===== config.mk =====
export PLATFORM = sky130hd
export DESIGN_NAME = seq_arith_unit
export DESIGN_NICKNAME = d
export VERILOG_FILES = /design/src/rtl/seq_arith_pkg.sv /design/src/rtl/chunk_adder.sv /design/src/rtl/seq_arith_unit.sv
export SDC_FILE = /design/constraint.sdc
export NUM_CORES = 1
export LEC_CHECK = 0
export BUFFER_PORTS_ARGS = -buffer_cell sky130_fd_sc_hd__buf_2
export CAP_MARGIN = 10
export CORE_MARGIN = 1
export CORE_UTILIZATION = 38
export DETAILED_ROUTE_END_ITERATION = 16
export GPL_ROUTABILITY_DRIVEN = 0
export PLACE_DENSITY_LB_ADDON = 0.08
export REMOVE_ABC_BUFFERS = 1
export SLEW_MARGIN = 15
export SYNTH_ARGS = -nofsm -noshare
export SYNTH_HDL_FRONTEND = slang
export SYNTH_HIERARCHICAL = 1
export SYNTH_SLANG_ARGS = --single-unit

===== constraint.sdc =====
create_clock -name clk -period 3.2 [get_ports clk]
set_clock_uncertainty 0.2 [all_clocks]
set_input_delay 0.32 -clock clk [delete_from_list [all_inputs] [get_ports clk]]
set_output_delay 0.32 -clock clk [all_outputs]
set_load 0.05 [all_outputs]

===== src/rtl/seq_arith_pkg.sv =====
`default_nettype none
// ============================================================================
//  Module   : seq_arith_pkg
//  Purpose  : Opcode encodings and FSM state type for seq_arith_unit.
//  Revision : 1.0
// ============================================================================
package seq_arith_pkg;

    localparam logic [1:0] OP_ADD = 2'b00;
    localparam logic [1:0] OP_SUB = 2'b01;
    localparam logic [1:0] OP_NEG = 2'b10;
    localparam logic [1:0] OP_ABS = 2'b11;

    typedef enum logic [1:0] {
        ST_IDLE = 2'd0,
        ST_CALC = 2'd1,
        ST_DONE = 2'd2
    } state_t;

endpackage
`default_nettype wire


===== src/rtl/chunk_adder.sv =====
`default_nettype none
// ============================================================================
//  Module   : chunk_adder
//  Purpose  : CHUNK-bit ripple-carry adder slice exposing the carry into its
//             top bit so the caller can derive signed overflow.
//  Revision : 1.0
// ============================================================================
module chunk_adder #(
    parameter int CHUNK = 2
) (
    input  logic [CHUNK-1:0] a,
    input  logic [CHUNK-1:0] b,
    input  logic             cin,
    output logic [CHUNK-1:0] sum,
    output logic             cout,
    output logic             c_msb
);

    logic [CHUNK:0] w_c;

    assign w_c[0] = cin;

    generate
        for (genvar i = 0; i < CHUNK; i++) begin : g_fa
            assign sum[i]   = a[i] ^ b[i] ^ w_c[i];
            assign w_c[i+1] = (a[i] & b[i]) | (w_c[i] & (a[i] ^ b[i]));
        end
    endgenerate

    assign cout  = w_c[CHUNK];
    assign c_msb = w_c[CHUNK-1];

endmodule
`default_nettype wire


===== src/rtl/seq_arith_unit.sv =====
`default_nettype none
// ============================================================================
//  Module   : seq_arith_unit
//  Purpose  : Multi-cycle signed ADD/SUB/NEG/ABS, CHUNK bits per clock through
//             a registered carry, with start/busy/done handshake and overflow.
//  Revision : 1.0
// ============================================================================
module seq_arith_unit
    import seq_arith_pkg::*;
#(
    parameter int WIDTH = 8,
    parameter int CHUNK = 2
) (
    input  logic             clk,
    input  logic             rst,
    input  logic             start,
    input  logic [1:0]       op,
    input  logic [WIDTH-1:0] x,
    input  logic [WIDTH-1:0] y,
    output logic             busy,
    output logic             done,
    output logic [WIDTH-1:0] result,
    output logic             ovf
);

    localparam int             N      = WIDTH / CHUNK;
    localparam int             KW     = (N > 1) ? $clog2(N) : 1;
    localparam logic [KW-1:0]  K_LAST = KW'(N - 1);

    state_t            r_state;
    logic [WIDTH-1:0]  r_a;
    logic [WIDTH-1:0]  r_b;
    logic [WIDTH-1:0]  r_acc;
    logic              r_carry;
    logic [KW-1:0]     r_k;

    logic [CHUNK-1:0]  w_a_chk;
    logic [CHUNK-1:0]  w_b_chk;
    logic [CHUNK-1:0]  w_sum;
    logic              w_cout;
    logic              w_c_msb;
    logic [WIDTH-1:0]  w_acc_next;
    logic [WIDTH-1:0]  w_ld_a;
    logic [WIDTH-1:0]  w_ld_b;
    logic              w_ld_cin;

    // Subtraction-style ops become A + ~B + 1 so one adder serves all four.
    always_comb begin
        w_ld_a   = x;
        w_ld_b   = y;
        w_ld_cin = 1'b0;
        case (op)
            OP_ADD: begin
                w_ld_a   = x;
                w_ld_b   = y;
                w_ld_cin = 1'b0;
            end
            OP_SUB: begin
                w_ld_a   = x;
                w_ld_b   = ~y;
                w_ld_cin = 1'b1;
            end
            OP_NEG: begin
                w_ld_a   = '0;
                w_ld_b   = ~x;
                w_ld_cin = 1'b1;
            end
            default: begin
                if (x[WIDTH-1]) begin
                    w_ld_a   = '0;
                    w_ld_b   = ~x;
                    w_ld_cin = 1'b1;
                end else begin
                    w_ld_a   = x;
                    w_ld_b   = '0;
                    w_ld_cin = 1'b0;
                end
            end
        endcase
    end

    always_comb begin
        w_a_chk    = '0;
        w_b_chk    = '0;
        w_acc_next = r_acc;
        for (int i = 0; i < N; i++) begin
            if (r_k == KW'(i)) begin
                w_a_chk                        = r_a[i*CHUNK +: CHUNK];
                w_b_chk                        = r_b[i*CHUNK +: CHUNK];
                w_acc_next[i*CHUNK +: CHUNK]   = w_sum;
            end
        end
    end

    chunk_adder #(
        .CHUNK (CHUNK)
    ) u_chunk_adder (
        .a     (w_a_chk),
        .b     (w_b_chk),
        .cin   (r_carry),
        .sum   (w_sum),
        .cout  (w_cout),
        .c_msb (w_c_msb)
    );

    always_ff @(posedge clk) begin
        if (rst) begin
            r_state <= ST_IDLE;
            r_a     <= '0;
            r_b     <= '0;
            r_acc   <= '0;
            r_carry <= 1'b0;
            r_k     <= '0;
            busy    <= 1'b0;
            done    <= 1'b0;
            result  <= '0;
            ovf     <= 1'b0;
        end else begin
            case (r_state)
                ST_IDLE, ST_DONE: begin
                    done <= 1'b0;
                    if (start) begin
                        r_a     <= w_ld_a;
                        r_b     <= w_ld_b;
                        r_carry <= w_ld_cin;
                        r_k     <= '0;
                        busy    <= 1'b1;
                        r_state <= ST_CALC;
                    end else begin
                        r_state <= ST_IDLE;
                    end
                end
                ST_CALC: begin
                    r_acc   <= w_acc_next;
                    r_carry <= w_cout;
                    r_k     <= r_k + KW'(1);
                    // Last chunk: its carries are exactly the MSB carry-in/out pair.
                    if (r_k == K_LAST) begin
                        r_k     <= '0;
                        busy    <= 1'b0;
                        done    <= 1'b1;
                        result  <= w_acc_next;
                        ovf     <= w_c_msb ^ w_cout;
                        r_state <= ST_DONE;
                    end
                end
                default: begin
                    busy    <= 1'b0;
                    done    <= 1'b0;
                    r_state <= ST_IDLE;
                end
            endcase
        end
    end

endmodule
`default_nettype wire


==> out/results.txt <==
status: completed
worst reg2reg path depth: 9
Critical Path End: result[1]
grt total ovfl: 0
crit share post-route: 0.943
biggest area consumer among synthesized cells: dfxtp_1
nets@finish: 253
yosys warns: 6
vias per cell: 5.26
Final Util: 0.458
clock sinks: 38
Max-slew headroom: 0.665
die width: 73.6 um
mapped cell area: 0.00195 mm^2
CP endpoint kind: register
drt first pass iters: 4
switching power: 0.269 mW
area of the die: 0.00542 mm^2
R2R Path End: result[1]
Initial Util: 0.405
Clk pwr share: 0.333
Placeable Area: 0.00482 mm^2
pre-CTS WS: 136 ps
layout cells sized above 1: 0.247
internal power: 0.736 mW
fmax: 331 MHz
FFs w/ async S/R, synth: 0
fill count: 514
Yosys reg bits: 38
Post-synth EDFFs: 0
CTS tree: done
total CTS buffers: 5
synth top area cells: dfxtp_1, a22o_1, ha_1
synthesized instance count: 195
first-pass GRT wire length: 7360 um
DPL Wire Length: 3340 um
non-filler cells, final: 290
worst vdd ir: 141 uV
Max Transition Viols Final: 0
cell row count: 25
worst hold path depth: 2
area of the multi-input gates: 0.00104 mm^2
clock slew at reported path FFs: 70 ps
flop2flop setup slack: 180 ps
vias: 1524
setup TNS: 0 ps
Total GRT Usage: 0.178
register area: 761 um^2
kind of start point of the critical path: register
Top FF cell, synth: dfxtp_1
CP Data Arrival Time: 3030 ps
post-synth cell types: 42
Setup WS post-layout: 183 ps
crit path kind: register to register
io pins: 32
HP Class: primary input to register
Setup crit start: r_k[0]
Syn Area/Cell: 10.0 um^2
Sw Share: 0.268
port bufs: 31
initial antenna violation count: 0
highest fanout seen on the critical path: 7
P_leak: 0.931 nW
CTS Root Cell: clkbuf_8
worst skew pair latency: 280 ps
final setup vio count: 0
Max Cap Violations: 0
largest net degree at the start of global routing: 24
vias in the first global route: 1579
Layout area overhead: 13.1%
post-route ant nets: 0
drt drc: 0
R2R Path Start: r_k[0]
Post-CTS Setup Bufs: 0
CP required: 3210 ps
shortest period the worst path allows: 3020 ps
post-synth top area share: 0.390
WL per Instance: 14.7 um
pwr dens: 455 mW/mm^2
First DRT Iteration DRCs: 66
Seq pwr share: 0.505
clock buffer depth: 2
Ant. Diodes: 0
drt total wl: 4270 um
Die Y-Extent: 73.6 um
endpoints failing hold: 0
H-tree levels: 2
Comb pwr share: 0.163
register area share after synthesis: 0.390
RSZ-0062 raised after global routing: no
Least-Margin Pin Slew: 501 ps
Placed Cells: 282
area by class of cell:
cell class / instances / area share
Clock buffer: 7 / 0.0391
Clock inverter: 1 / 0.00227
Inverter: 11 / 0.0187
Multi-Input combinational cell: 131 / 0.473
Sequential cell: 38 / 0.345
Tap cell: 67 / 0.0380
Timing Repair Buffer: 35 / 0.0839
cells in the final DEF, fill, tap and decap left out, types with 5 or more instances in the layout:
master | Yosys | routed
a22o_1 | 13 | 13
nand2_1 | 16 | 16
a221o_1 | 5 | 5
ha_1 | 8 | 8
o21ai_0 | 5 | 5
a21oi_1 | 12 | 12
buf_2 | 4 | 31
clkbuf_8 | 0 | 6
mux2i_1 | 10 | 10
nand3_1 | 7 | 7
dfxtp_1 | 38 | 38
inv_1 | 10 | 10
o2bb2ai_1 | 6 | 6
layer usage:
layer	vias up	part of all wire	global-route usage
met5	-	0	0
met4	0	0.012	0.0641
met3	5	0.035	0.0329
met2	29	0.49	0.316
met1	723	0.46	0.212
li1	767	-	-
worst max-delay path, cell delays in order (launching register included):
cell and delay (ps):
dfxtp_1 420, inv_1 90, ha_1 220, nor2b_1 170, a221o_1 300, a22o_1 200, fa_1 440, fa_2 640
mux2i_1 110, o2bb2ai_1 160
through the flow:
step	instance area [um^2]	power [mW]	hold slack, ps
5_1_grt	2210	1.05	74.8
6_report	2210	1.00	74.6
4_1_cts	2200	1.01	66.5
2_1_floorplan	1840	0.624	189
3_3_place_gp	2110	0.677	243
3_5_place_dp	2110	0.682	248
timing repair:
item,CTS,global route
gates resized for setup,0,1
endpoints found under the hold margin,0,0
setup endpoints to repair,0,3
hold buffers,0,0
how the worst min path moves through the flow:
| stage | from | to | slack, ps |
|---|---|---|---|
| after floorplan | rst | r_a[7] | 190 |
| after global routing | x[2] | r_b[2] | 70 |
| after detailed placement | result[5] | result[5] | 250 |
| after CTS | x[2] | r_b[2] | 70 |
| final | x[5] | r_b[5] | 70 |
| after global placement | result[1] | result[1] | 240 |
cell usage after synthesis (5+ instances only):
cell	instances
dfxtp_1	38
mux2i_1	10
a22o_1	13
nand2_1	16
o2bb2ai_1	6
nand3_1	7
a221o_1	5
a21oi_1	12
buf_6	5
o21ai_0	5
inv_1	10
ha_1	8
state kept, by name, summed over array words and instances, names as in the netlist:
signal   cells
r_k          2
r_b          8
r_state      2
r_carry      1
busy         1
r_acc        6
ovf          1
result       8
done         1
r_a          8
logic make-up after synthesis:
kind of cell    share of synthesized area
compound gates                      0.219
simple gates                        0.165
flops                               0.390
buf+inv                            0.0757
mux                                0.0744
fa+ha+maj                          0.0718
xor+xnor                          0.00449
power by group through the flow:
stage                     registers (mW)  clock network, mW  logic (mW)
after floorplan                    0.517                  0       0.107
after global placement             0.518                  0       0.159
after detailed placement           0.518                  0       0.164
after CTS                          0.507              0.341       0.164
after global routing               0.509              0.364       0.181
final                              0.507              0.334       0.163
No activity file was read; power rests on OpenSTA's default activity.
